===== src/rtl/membus_axi_arbiter.sv =====
// membus_axi_arbiter
//   Round-robin arbiter that funnels NPORT membus requesters onto a single
//   AXI4 master. Each accepted request becomes one single-beat AXI read or
//   write with dram_base added to the address. Only one transaction is ever
//   outstanding. AXI error responses are recorded sticky per requester.
// Ports
//   clk, rst         clock, synchronous active-high reset
//   dram_base        offset added to every membus address
//   mem_*            NPORT membus requester ports (flat, port i at slice i)
//   mem_rvalid/rdata one-cycle completion pulse to the owning port, shared data
//   M_AXI_*          AXI4 master (AW/W/B/AR/R)
//   axi_err          sticky per-port RRESP/BRESP != OKAY flag
//   busy             transaction in flight
module membus_axi_arbiter #(
  parameter int NPORT      = 2,
  parameter int AXI_ID_W   = 1,
  parameter int AXI_ADDR_W = 32,
  parameter int AXI_DATA_W = 64
) (
  input  logic                          clk,
  input  logic                          rst,
  input  logic [AXI_ADDR_W-1:0]         dram_base,
  input  logic [NPORT-1:0]              mem_valid,
  output logic [NPORT-1:0]              mem_ready,
  input  logic [NPORT*AXI_ADDR_W-1:0]   mem_addr,
  input  logic [NPORT-1:0]              mem_wen,
  input  logic [NPORT*AXI_DATA_W-1:0]   mem_wdata,
  input  logic [NPORT*AXI_DATA_W/8-1:0] mem_wmask,
  output logic [NPORT-1:0]              mem_rvalid,
  output logic [AXI_DATA_W-1:0]         mem_rdata,
  // AW
  output logic [AXI_ID_W-1:0]           M_AXI_AWID,
  output logic [AXI_ADDR_W-1:0]         M_AXI_AWADDR,
  output logic [7:0]                    M_AXI_AWLEN,
  output logic [2:0]                    M_AXI_AWSIZE,
  output logic [1:0]                    M_AXI_AWBURST,
  output logic                          M_AXI_AWLOCK,
  output logic [3:0]                    M_AXI_AWCACHE,
  output logic [2:0]                    M_AXI_AWPROT,
  output logic [3:0]                    M_AXI_AWQOS,
  output logic                          M_AXI_AWVALID,
  input  logic                          M_AXI_AWREADY,
  // W
  output logic [AXI_DATA_W-1:0]         M_AXI_WDATA,
  output logic [AXI_DATA_W/8-1:0]       M_AXI_WSTRB,
  output logic                          M_AXI_WLAST,
  output logic                          M_AXI_WVALID,
  input  logic                          M_AXI_WREADY,
  // B
  input  logic [AXI_ID_W-1:0]           M_AXI_BID,
  input  logic [1:0]                    M_AXI_BRESP,
  input  logic                          M_AXI_BVALID,
  output logic                          M_AXI_BREADY,
  // AR
  output logic [AXI_ID_W-1:0]           M_AXI_ARID,
  output logic [AXI_ADDR_W-1:0]         M_AXI_ARADDR,
  output logic [7:0]                    M_AXI_ARLEN,
  output logic [2:0]                    M_AXI_ARSIZE,
  output logic [1:0]                    M_AXI_ARBURST,
  output logic                          M_AXI_ARLOCK,
  output logic [3:0]                    M_AXI_ARCACHE,
  output logic [2:0]                    M_AXI_ARPROT,
  output logic [3:0]                    M_AXI_ARQOS,
  output logic                          M_AXI_ARVALID,
  input  logic                          M_AXI_ARREADY,
  // R
  input  logic [AXI_ID_W-1:0]           M_AXI_RID,
  input  logic [AXI_DATA_W-1:0]         M_AXI_RDATA,
  input  logic [1:0]                    M_AXI_RRESP,
  input  logic                          M_AXI_RLAST,
  input  logic                          M_AXI_RVALID,
  output logic                          M_AXI_RREADY,
  // status
  output logic [NPORT-1:0]              axi_err,
  output logic                          busy
);

  localparam int SW   = AXI_DATA_W / 8;
  localparam int PW   = (NPORT > 1) ? $clog2(NPORT) : 1;
  localparam int SIZE = $clog2(SW);

  typedef enum logic [2:0] {S_IDLE, S_AR, S_R, S_AW_W, S_B, S_RESP} state_t;

  state_t                r_state;
  logic [PW-1:0]         r_rr_ptr;
  logic [PW-1:0]         r_owner;
  logic [AXI_ID_W-1:0]   r_id;
  logic [AXI_ADDR_W-1:0] r_addr;
  logic [AXI_DATA_W-1:0] r_wdata;
  logic [SW-1:0]         r_wmask;
  logic [AXI_DATA_W-1:0] r_rdata;
  logic [NPORT-1:0]      r_rvalid;
  logic [NPORT-1:0]      r_err;
  logic                  r_arvalid, r_awvalid, r_wvalid, r_rready, r_bready;

  // Arbitration: first valid port at or after rr_ptr, wrapping.
  logic [NPORT-1:0]      w_grant;
  logic [PW-1:0]         w_gidx;
  logic [PW-1:0]         w_scan;
  logic                  w_gvld;
  int                    w_idx;

  always_comb begin
    w_grant = '0;
    w_gidx  = '0;
    w_gvld  = 1'b0;
    w_idx   = 0;
    w_scan  = '0;
    for (int k = 0; k < NPORT; k++) begin
      w_idx = int'(r_rr_ptr) + k;
      if (w_idx >= NPORT) w_idx = w_idx - NPORT;
      w_scan = PW'(w_idx);
      if (!w_gvld && mem_valid[w_scan]) begin
        w_gvld = 1'b1;
        w_gidx = w_scan;
      end
    end
    if (w_gvld && (r_state == S_IDLE)) w_grant[w_gidx] = 1'b1;
  end

  logic [AXI_ADDR_W-1:0] w_sel_addr;
  logic [AXI_DATA_W-1:0] w_sel_wdata;
  logic [SW-1:0]         w_sel_wmask;
  logic                  w_sel_wen;
  logic [PW-1:0]         w_rr_next;
  logic                  w_aw_done, w_w_done;

  assign w_sel_addr  = mem_addr[w_gidx*AXI_ADDR_W +: AXI_ADDR_W];
  assign w_sel_wdata = mem_wdata[w_gidx*AXI_DATA_W +: AXI_DATA_W];
  assign w_sel_wmask = mem_wmask[w_gidx*SW +: SW];
  assign w_sel_wen   = mem_wen[w_gidx];
  assign w_rr_next   = (w_gidx == PW'(NPORT-1)) ? '0 : w_gidx + 1'b1;
  // A channel counts as done once its handshake already happened or happens now.
  assign w_aw_done   = !r_awvalid || M_AXI_AWREADY;
  assign w_w_done    = !r_wvalid  || M_AXI_WREADY;

  always_ff @(posedge clk) begin
    if (rst) begin
      r_state   <= S_IDLE;
      r_rr_ptr  <= '0;
      r_owner   <= '0;
      r_id      <= '0;
      r_addr    <= '0;
      r_wdata   <= '0;
      r_wmask   <= '0;
      r_rdata   <= '0;
      r_rvalid  <= '0;
      r_err     <= '0;
      r_arvalid <= 1'b0;
      r_awvalid <= 1'b0;
      r_wvalid  <= 1'b0;
      r_rready  <= 1'b0;
      r_bready  <= 1'b0;
    end else begin
      r_rvalid <= '0;  // completion is a single-cycle pulse
      case (r_state)
        S_IDLE: if (w_gvld) begin
          r_owner  <= w_gidx;
          r_id     <= AXI_ID_W'(w_gidx);
          r_addr   <= dram_base + w_sel_addr;
          r_wdata  <= w_sel_wdata;
          r_wmask  <= w_sel_wmask;
          r_rr_ptr <= w_rr_next;
          if (w_sel_wen) begin
            r_awvalid <= 1'b1;
            r_wvalid  <= 1'b1;
            r_state   <= S_AW_W;
          end else begin
            r_arvalid <= 1'b1;
            r_state   <= S_AR;
          end
        end
        S_AR: if (M_AXI_ARREADY) begin
          r_arvalid <= 1'b0;
          r_rready  <= 1'b1;
          r_state   <= S_R;
        end
        S_R: if (M_AXI_RVALID) begin
          r_rready          <= 1'b0;
          r_rdata           <= M_AXI_RDATA;
          r_rvalid[r_owner] <= 1'b1;
          if (M_AXI_RRESP != 2'b00) r_err[r_owner] <= 1'b1;
          r_state           <= S_RESP;
        end
        S_AW_W: begin
          if (M_AXI_AWREADY) r_awvalid <= 1'b0;
          if (M_AXI_WREADY)  r_wvalid  <= 1'b0;
          if (w_aw_done && w_w_done) begin
            r_bready <= 1'b1;
            r_state  <= S_B;
          end
        end
        S_B: if (M_AXI_BVALID) begin
          r_bready          <= 1'b0;
          r_rdata           <= '0;
          r_rvalid[r_owner] <= 1'b1;
          if (M_AXI_BRESP != 2'b00) r_err[r_owner] <= 1'b1;
          r_state           <= S_RESP;
        end
        S_RESP:  r_state <= S_IDLE;
        default: r_state <= S_IDLE;
      endcase
    end
  end

  assign mem_ready  = w_grant;
  assign mem_rvalid = r_rvalid;
  assign mem_rdata  = r_rdata;
  assign axi_err    = r_err;
  assign busy       = (r_state != S_IDLE);

  assign M_AXI_AWID    = r_id;
  assign M_AXI_AWADDR  = r_addr;
  assign M_AXI_AWLEN   = 8'd0;
  assign M_AXI_AWSIZE  = 3'(SIZE);
  assign M_AXI_AWBURST = 2'b01;
  assign M_AXI_AWLOCK  = 1'b0;
  assign M_AXI_AWCACHE = 4'b0011;
  assign M_AXI_AWPROT  = 3'b000;
  assign M_AXI_AWQOS   = 4'd0;
  assign M_AXI_AWVALID = r_awvalid;
  assign M_AXI_WDATA   = r_wdata;
  assign M_AXI_WSTRB   = r_wmask;
  assign M_AXI_WLAST   = 1'b1;
  assign M_AXI_WVALID  = r_wvalid;
  assign M_AXI_BREADY  = r_bready;
  assign M_AXI_ARID    = r_id;
  assign M_AXI_ARADDR  = r_addr;
  assign M_AXI_ARLEN   = 8'd0;
  assign M_AXI_ARSIZE  = 3'(SIZE);
  assign M_AXI_ARBURST = 2'b01;
  assign M_AXI_ARLOCK  = 1'b0;
  assign M_AXI_ARCACHE = 4'b0011;
  assign M_AXI_ARPROT  = 3'b000;
  assign M_AXI_ARQOS   = 4'd0;
  assign M_AXI_ARVALID = r_arvalid;
  assign M_AXI_RREADY  = r_rready;

  // Single-beat, single-outstanding: IDs and RLAST carry no information.
  logic w_unused_ok;
  assign w_unused_ok = ^{M_AXI_BID, M_AXI_RID, M_AXI_RLAST};

endmodule

===== config.mk =====
export PLATFORM = sky130hd
export DESIGN_NAME = membus_axi_arbiter
export DESIGN_NICKNAME = d
export VERILOG_FILES = /design/src/rtl/membus_axi_arbiter.sv
export SDC_FILE = /design/constraint.sdc
export NUM_CORES = 1
export LEC_CHECK = 0
export BUFFER_PORTS_ARGS = -buffer_cell sky130_fd_sc_hd__buf_2
export CAP_MARGIN = 10
export CORE_AREA = 2 2 228 230
export CTS_CLUSTER_SIZE = 8
export DETAILED_ROUTE_END_ITERATION = 10
export DIE_AREA = 0 0 230 232
export GPL_TIMING_DRIVEN = 0
export PLACE_DENSITY = 0.45
export SETUP_SLACK_MARGIN = 0.2
export SYNTH_ARGS = -nofsm -noshare
export SYNTH_HDL_FRONTEND = slang
export SYNTH_SLANG_ARGS = --single-unit

===== constraint.sdc =====
create_clock -name clk -period 7.5 [get_ports clk]
set_input_delay 0.375 -clock clk [delete_from_list [all_inputs] [get_ports clk]]
set_output_delay 0.375 -clock clk [all_outputs]
set_load 0.005 [all_outputs]

==> flow_metrics.tcl, run 1 <==
set metrics [dict create \
    fin_crit_ps 4530 \
    critPathMaxStageDelay_ps 640 \
    cp_num_buf_inv 3 \
    routed_wl_um 42400 \
    setup_viol 0 \
    ctsResizeCount 0 \
    portBuffers 531 \
    drt.antenna.violating_nets 0 \
    post-route-period-util 0.604 \
    path_cells "o21ai_1 -> buf_6 -> clkbuf_1 -> mux2_2 -> ha_1 -> inv_1 -> fa_1 -> nand2b_1 -> a21oi_1 -> o21ai_1 -> a211oi_1 -> o21ai_1 -> a41oi_1 -> xnor2_1 -> o21ai_1" \
    cp.arrival_ps 4910 \
    fp.dieH_um 232 \
    clk-insertion-delay-late_ps 490 \
    synth-edff-count 0 \
    path_delay_family "compound AO/OA/AOI/OAI gates" \
    final_core_util 0.266 \
    cpMostUsedCell "o21ai_1" \
    clk_pin_slew_ps 80 \
    post-place-ws_ps 2620 \
    wl_per_cell_um 17.8 \
    outcome "completed" \
    ys_warn_count 0 \
    synthToLayoutAreaGrowth_pct 47.0 \
    clock_sink_count 182 \
    slew_viol_final 0 \
    drtIter0Drc 585 \
    die_area_sq_um 53400 \
    pwr-share-clk 0.235 \
    cts_tree "built" \
    vdd_drop_max_mv 0.126 \
    hold_violations 0 \
    holdCritPathClass "primary input to flop" \
    synthesis.area_sq_um 9210 \
    crit_path_end_kind "flop" \
    core-area_sq_um 50900 \
    tns_ps 0 \
    p_per_area_nw_per_um2 305 \
    final_nets 2046 \
    via_per_inst 4.29 \
    grt_max_degree 19 \
    power.switching_mw 1.64 \
    startpoint_type "flop" \
    maxCapViolations 0 \
    crit_path_max_fanout 10 \
    first_global_vias 10000 \
    grt_pass1_wl_um 60700 \
    rows 83 \
    cts_root_buf "clkbuf_16" \
    place.gp.congestion 0.909 \
    ioPinCount 587 \
    combPwrFrac 0.427 \
    antenna_found_initial 7 \
    ys_ff_latch 182 \
    crit_required_ps 7870 \
    dpl.hpwl_um 34500 \
    p_leak_nw 6.49 \
    fmax_mhz 221 \
    swShare 0.396 \
    synth.distinct_cells 62 \
    grtUsageTotal 0.153 \
    chipWidth_um 230 \
    synthCells 1092 \
    vias 10200 \
    relSlewSlack 0.277 \
    skew_ps 10.4 \
    critPathKind "flop to flop" \
    drive_gt1_frac 0.410 \
    dr.pass1.iters 5 \
    cts_hold_buf 0 \
    postSynthAreaPerCell_sq_um 8.44 \
    rsz0062_at_grt "false" \
    ys_seq_area_frac 0.396 \
    cts_buffers 17 \
    synth_ff_type "dfxtp_1" \
    cp_slowest_cell "clkbuf_1" \
    cts_buffer_depth 2 \
    cts.htree.levels 4 \
    worst_slew_pin_slew_ps 1080 \
    p_int_mw 2.50 \
    async_flop_share 0 \
    start_util 0.181 \
    setup_slack_ps 2970 \
    grt_overflow 0 \
    post_cts_buffers 0 \
    pwr-share-seq 0.338 \
    drc 0 \
]
[per-stage QoR]
stage               hold slack [ps]  std cells  power (mW)  area (sq um)
global placement                437       2352        3.19         12900
detailed placement              440       2353        3.20         12900
CTS                            34.9       2385        4.20         13500
floorplan                       448       1141        2.38          9400
finish                         91.5       2388        4.13         13500
global route                   64.4       2387        4.42         13500
[area by class of cell]
type	count	area (sq um)
fillers	5638	37300
multi-input cells	781	4750
flip-flops and latches	182	3640
repair buffers	532	2670
plain buffers	167	962
well taps	680	851
clock buffers	18	429
clock inverters	14	191
inverters	11	41.3
diodes	3	7.51
[registers in the layout, summed over array words and instances, names as in the netlist]
| name | cells |
|---|---|
| M_AXI_ARID | 1 |
| axi_err | 2 |
| mem_rdata | 64 |
| M_AXI_WVALID | 1 |
| M_AXI_WSTRB | 8 |
| M_AXI_WDATA | 64 |
| M_AXI_ARADDR | 32 |
| mem_rvalid | 2 |
| M_AXI_AWVALID | 1 |
| r_rr_ptr | 1 |
| M_AXI_BREADY | 1 |
| M_AXI_ARVALID | 1 |
| r_state | 3 |
| M_AXI_RREADY | 1 |
[logic make-up (layout without fill, tap and decap cells)]
logic type               count (synthesis)  count (layout)  synth area share
AND/OR/NAND/NOR                        355             355             0.170
flip-flops                             182             182             0.396
other                                    2              54          0.000815
AO/OA/AOI/OAI                          286             286             0.218
adder cells (fa/ha/maj)                 32              32            0.0443
multiplexers                            34              34            0.0412
XOR/XNOR                                23              23            0.0219
buffers and inverters                  178             742             0.109
[worst reg2reg max path, stage by stage, from the launching register on]
cell and delay [ps]:
dfxtp_1 320, o21ai_1 470, buf_6 230, clkbuf_1 650
mux2_2 310, ha_1 180, inv_1 60, fa_1 380
nand2b_1 210, a21oi_1 190, o21ai_1 110, a211oi_1 350
o21ai_1 190, a41oi_1 500, xnor2_1 200, o21ai_1 80
[metal layers]
layer,part of all wire,vias up,track usage
met3,0.070,53,0.0485
met5,0.0010,-,0
met4,0.024,8,0.0546
met2,0.50,398,0.266
li1,-,5039,-
met1,0.40,4745,0.176
[synth_stat cells (2+ instances only)]
cell type	instances	share of area
nand4_1	6	0.0041
a31o_1	3	0.0029
clkbuf_1	65	0.026
or3_1	3	0.0020
o21ai_0	6	0.0033
dfxtp_1	182	0.40
or2_1	3	0.0020
ha_1	31	0.042
and2_1	3	0.0020
o21bai_1	5	0.0041
nor2_1	105	0.043
nand2b_1	4	0.0027
nor2b_1	6	0.0041
buf_4	84	0.068
xnor2_1	13	0.012
o211ai_1	4	0.0033
a211oi_1	6	0.0049
mux2i_1	3	0.0033
inv_1	10	0.0041
nor4_1	2	0.0014
buf_2	16	0.0087
and3_1	4	0.0027
conb_1	2	0.00082
a21o_1	14	0.011
nor3_1	11	0.0060
a311oi_1	3	0.0029
o31a_1	2	0.0019
mux2_2	31	0.038
o21ai_1	25	0.014
nand2_1	127	0.052
and4_1	2	0.0019
a222oi_1	72	0.078
nand3_1	70	0.038
buf_1	2	0.00082
a31oi_1	5	0.0034
a21oi_1	117	0.064
o31ai_1	4	0.0033
o21a_1	3	0.0024
a21boi_0	2	0.0016
xor2_1	10	0.0095
nand3b_1	4	0.0033
a41oi_1	2	0.0019
[power groups by stage]
stage               registers [mW]  clock network, mW  logic [mW]
floorplan                     1.39                  0       0.987
global placement              1.41                  0        1.78
detailed placement            1.42                  0        1.79
CTS                           1.40               1.01        1.79
global route                  1.43               1.04        1.96
finish                        1.40              0.970        1.77
[placed cells by master (no fill, tap or decap), types with 17 or more instances in the layout]
master / netlist / layout
buf_2: 16 / 547
dfxtp_1: 182 / 182
nand2_1: 127 / 127
a21oi_1: 117 / 117
nor2_1: 105 / 105
buf_4: 84 / 84
a222oi_1: 72 / 72
nand3_1: 70 / 70
clkbuf_1: 65 / 66
conb_1: 2 / 51
mux2_2: 31 / 31
ha_1: 31 / 31
o21ai_1: 25 / 25
clkbuf_16: 0 / 17
[worst paths after layout]
path                 startpoint               end  slack, ps  depth (start not counted)
setup / recovery       r_rr_ptr  M_AXI_ARADDR[24]       2970                         15
hold reg to reg   mem_rdata[56]     mem_rdata[56]        450                          2
hold / removal    M_AXI_AWREADY     M_AXI_AWVALID         90                          2
setup reg to reg       r_rr_ptr  M_AXI_ARADDR[24]       2970                         15
(Power assumes the default switching activity.)
==> run 2: changes to the inputs <==
==> constraint.sdc (replaced) <==
create_clock -name clk -period 4.29 [get_ports clk]
set_input_delay 0.2145 -clock clk [delete_from_list [all_inputs] [get_ports clk]]
set_output_delay 0.2145 -clock clk [all_outputs]
set_load 0.005 [all_outputs]
==> flow_metrics.tcl, run 2 (synthesis gave the netlist of run 1 again) <==
set metrics [dict create \
    slew_viol_final 0 \
    synthToLayoutAreaGrowth_pct 70.0 \
    relSlewSlack 0.322 \
    hold_violations 0 \
    start_util 0.181 \
    ioPinCount 587 \
    p_per_area_nw_per_um2 500 \
    drt.antenna.violating_nets 0 \
    place.gp.congestion 0.909 \
    crit_required_ps 4660 \
    p_leak_nw 7.28 \
    routed_wl_um 44500 \
    rsz0062_at_grt "false" \
    clock_sink_count 182 \
    clk-insertion-delay-late_ps 490 \
    grt_overflow 0 \
    post-place-ws_ps -431 \
    portBuffers 531 \
    drtIter0Drc 533 \
    final_nets 2255 \
    maxCapViolations 0 \
    grt_max_degree 19 \
    wl_per_cell_um 17.1 \
    grt_pass1_wl_um 64600 \
    cts_root_buf "clkbuf_16" \
    fp.dieH_um 232 \
    fillCellCount 5442 \
    dr.pass1.iters 8 \
    layout_commonest_cell "buf_2" \
    dpl.hpwl_um 34500 \
    via_per_inst 4.30 \
    cts_tree "built" \
    chipWidth_um 230 \
    grtUsageTotal 0.160 \
    drive_gt1_frac 0.369 \
    final_cell_mix "buf_2, dlygate4sd3_1, dfxtp_1, nand2_1, a21oi_1" \
    cp.arrival_ps 4220 \
    hold_ws_ps 41.0 \
    die_area_sq_um 53400 \
    critPathKind "flop to flop" \
    cts.htree.levels 4 \
    vias 11200 \
    first_global_vias 11200 \
    fmax_mhz 260 \
    vdd_drop_max_mv 0.277 \
    crit_path_max_fanout 10 \
    clk_pin_slew_ps 80 \
    fin_crit_ps 3850 \
    startpoint_type "flop" \
    outcome "completed" \
    crit_path_end_kind "flop" \
    post-route-period-util 0.897 \
    skew_ps 9.92 \
    rows 83 \
    drc 0 \
    antenna_found_initial 7 \
    cts_buffers 17 \
    final_core_util 0.308 \
    setup_viol 0 \
    cts_buffer_depth 2 \
    worst_slew_pin_slew_ps 1020 \
    core-area_sq_um 50900 \
    setup_slack_ps 443 \
    holdCritPathClass "primary input to flop" \
]
run 2: cell types whose count changed in the layout (fill, tap and decap cells not counted), sizes merged:
cell / delta
diode: -1
dlygate4sd3: +209
clkbuf: -1
buf: +1
run 2: area by class of cell:
class,count,area [sq um],share of cell area
sequential,182,3640,0.233
buffer,167,968,0.0619
antenna,2,5.00,0.000320
clock buffer,18,429,0.0274
tap,680,851,0.0543
inverter,11,41.3,0.00264
clock inverter,14,191,0.0122
multi-input combinational,781,4770,0.304
timing repair buffer,741,4760,0.304
run 2: worst paths after layout:
check,startpoint,endpoint,slack [ps],cells after the start
setup reg to reg,r_rr_ptr,M_AXI_ARADDR[31],440,13
hold reg to reg,mem_rdata[56],mem_rdata[56],450,2
setup / recovery,r_rr_ptr,M_AXI_ARADDR[31],440,13
hold / removal,mem_wdata[13],M_AXI_WDATA[13],40,3
run 2: per-layer routing:
metal | vias to the layer above | GRT usage | routed length, um
met1 | 5226 | 0.181 | 17900
met5 | - | 0 | 50
li1 | 5461 | - | -
met4 | 8 | 0.0661 | 1290
met3 | 66 | 0.0473 | 2960
met2 | 411 | 0.282 | 22300
run 2: critical path: stages (launching register included):
cell	delay [ps]
dfxtp_1	330
o21ai_2	320
buf_6	200
buf_2	340
mux2_2	380
ha_1	360
a21oi_1	350
o211ai_1	130
a41o_1	280
a21o_1	160
a221o_1	310
a221oi_2	310
xnor2_1	160
o21ai_1	70
run 2: report_power, final:
group | internal, mW | total, mW | switching [mW]
registers | 2.13 | 2.45 | 0.320
clock network | 0.884 | 1.70 | 0.819
logic | 1.82 | 3.68 | 1.86
total | 4.83 | 7.83 | 3.00
run 2: stage by stage:
stage / area [sq um] / std cells / total power, mW / setup TNS [ps]
after floorplan: 9400 / 1141 / 4.16 / 0
after global placement: 12900 / 2352 / 5.58 / -9110
after detailed placement: 12900 / 2353 / 5.60 / -2490
after CTS: 15600 / 2594 / 7.89 / 0
after global routing: 15700 / 2596 / 8.34 / 0
final: 15700 / 2596 / 7.83 / 0
run 2: what timing repair did:
action | 4_1_cts | 5_1_grt
resized for setup | 4 | 7
setup buffers | 0 | 0
hold buffers | 209 | 0
setup endpoints to repair | 19 | 6
pin swaps | 0 | 0
endpoints found under the hold margin | 139 | 0
==> run 3: changes to the inputs <==
--- a/config.mk
+++ b/config.mk
@@ -12,7 +12,7 @@
 export DETAILED_ROUTE_END_ITERATION = 10
 export DIE_AREA = 0 0 230 232
 export GPL_TIMING_DRIVEN = 0
-export PLACE_DENSITY = 0.45
+export PLACE_DENSITY_LB_ADDON = 0.15
 export SETUP_SLACK_MARGIN = 0.2
 export SYNTH_ARGS = -nofsm -noshare
 export SYNTH_HDL_FRONTEND = slang
==> flow_metrics.tcl, run 3 (synthesis gave the netlist of run 1 again) <==
set metrics [dict create \
    r2r_setup_slack_ps 440 \
    pwr-share-clk 0.227 \
    chipWidth_um 230 \
    antenna_cells 0 \
    grtUsageTotal 0.161 \
    drtIter0Drc 609 \
    layout_commonest_cell "buf_2" \
    fillCellCount 5549 \
    grt_max_degree 18 \
    hold_violations 0 \
    cp.arrival_ps 4220 \
    fin_crit_ps 3850 \
    min-delay-start "M_AXI_WREADY" \
    post-route-period-util 0.897 \
    min_to "M_AXI_WVALID" \
    core-area_sq_um 50900 \
    grt_pass1_wl_um 64800 \
    drive_gt1_frac 0.368 \
    cts_buffers 17 \
    vdd_drop_max_mv 0.256 \
    outcome "completed" \
    clock_sink_count 182 \
    synthToLayoutAreaGrowth_pct 70.1 \
    pwr-share-seq 0.310 \
    via_per_inst 4.26 \
    worstReg2RegEnd "M_AXI_ARADDR[26]" \
    post-place-ws_ps -600 \
    grt_overflow 0 \
    rsz0062_at_grt "false" \
    holdCritPathClass "primary input to flop" \
    seq_area_sq_um 3640 \
    p_int_mw 4.95 \
    p_leak_nw 7.30 \
    cts_tree "built" \
    post_cts_buffers 0 \
    dr.pass1.iters 8 \
    skew_ps 6.93 \
    r2r-start "r_rr_ptr" \
    cts_root_buf "clkbuf_16" \
    setup_slack_ps 444 \
    die_area_sq_um 53400 \
    cts.htree.levels 4 \
    power.switching_mw 2.96 \
    critPathKind "flop to flop" \
    crit_required_ps 4660 \
    drt.antenna.violating_nets 0 \
    first_global_vias 11100 \
    ioPinCount 587 \
    clk-insertion-delay-late_ps 480 \
    slew_viol_final 0 \
    start_util 0.181 \
    swShare 0.374 \
    multi_input_area_sq_um 4760 \
    cts_buffer_depth 2 \
    worst_slew_pin_slew_ps 1160 \
    hold_ws_ps 59.0 \
    final_cell_mix "buf_2, dlygate4sd3_1, dfxtp_1, nand2_1, a21oi_1" \
    rows 83 \
    r2r_cells 12 \
    portBuffers 531 \
    maxCapViolations 0 \
    crit_path_max_fanout 10 \
    place.gp.congestion 0.803 \
    dpl.hpwl_um 34900 \
    startpoint_type "flop" \
    final_nets 2255 \
    wl_per_cell_um 17.1 \
    final_core_util 0.308 \
    antenna_found_initial 6 \
    crit_path_end_kind "flop" \
    holdPathStages 4 \
    clk_pin_slew_ps 70 \
    fmax_mhz 260 \
    p_per_area_nw_per_um2 504 \
    drc 0 \
    fp.dieH_um 232 \
    vias 11000 \
    relSlewSlack 0.226 \
    routed_wl_um 44500 \
    combPwrFrac 0.462 \
    setup_viol 0 \
]
==> run 3: changes by cell type in the layout (fill, tap and decap cells not counted), sizes merged <==
| cell | delta |
|---|---|
| buf | -1 |
| bufinv | +2 |
| clkbuf | +1 |
| clkinv | -3 |
| clkinvlp | -1 |
| diode | -2 |
| inv | +2 |
==> run 3: what timing repair did <==
| action | in CTS | in global routing |
|---|---|---|
| setup endpoints to repair | 24 | 5 |
| hold buffers | 209 | 0 |
| resized for setup | 5 | 4 |
| endpoints found under the hold margin | 138 | 0 |
==> run 3: area by class of cell <==
class | instances | share of cell area
Inverter | 11 | 0.00263
Tap cell | 680 | 0.0543
Clock inverter | 14 | 0.0137
Clock buffer | 18 | 0.0274
Multi-Input combinational cell | 781 | 0.304
Timing Repair Buffer | 741 | 0.304
Buffer | 167 | 0.0620
Sequential cell | 182 | 0.232
==> run 3: worst max path at each step <==
stage                             from          endpoint  slack, ps  depth (start not counted)
after floorplan               r_rr_ptr  M_AXI_ARADDR[26]        850                         11
after global placement    mem_valid[0]  M_AXI_ARADDR[24]       -960                         16
after detailed placement  mem_valid[0]  M_AXI_ARADDR[24]       -600                         17
after CTS                     r_rr_ptr  M_AXI_ARADDR[24]        190                         15
after global routing          r_rr_ptr  M_AXI_ARADDR[26]        230                         15
final                         r_rr_ptr  M_AXI_ARADDR[26]        440                         12
==> run 3: power by group through the flow <==
stage          combinational, mW  clock (mW)  sequential (mW)
3_5_place_dp                3.12           0             2.49
4_1_cts                     3.67        1.88             2.46
5_1_grt                     4.03        1.92             2.51
3_3_place_gp                3.12           0             2.49
2_1_floorplan               1.72           0             2.43
6_report                    3.65        1.80             2.45
==> run 3: critical path, cell delays in order, from the launching register on <==
cell	delay, ps
dfxtp_1	320
o21ai_2	300
buf_4	250
clkbuf_2	310
mux2_2	390
ha_1	360
a21o_1	250
a221oi_4	320
nand2_1	100
a41oi_1	310
nor2_1	90
or4_1	480
a32o_1	250
==> run 3: per-layer routing <==
| metal | track usage | up-vias | routed length (um) |
|---|---|---|---|
| li1 | - | 5448 | - |
| met1 | 0.189 | 5115 | 18500 |
| met2 | 0.282 | 409 | 22000 |
| met3 | 0.0368 | 65 | 2730 |
| met4 | 0.0673 | 10 | 1260 |
| met5 | 0 | - | 60 |
==> run 3: stage by stage <==
| stage | TNS [ps] | area, sq um | cells | power [mW] |
|---|---|---|---|---|
| 2_1_floorplan | 0 | 9400 | 1141 | 4.16 |
| 3_3_place_gp | -13070 | 12900 | 2352 | 5.62 |
| 3_5_place_dp | -4800 | 12900 | 2353 | 5.61 |
| 4_1_cts | 0 | 15700 | 2594 | 8.01 |
| 5_1_grt | 0 | 15700 | 2594 | 8.46 |
| 6_report | 0 | 15700 | 2594 | 7.90 |
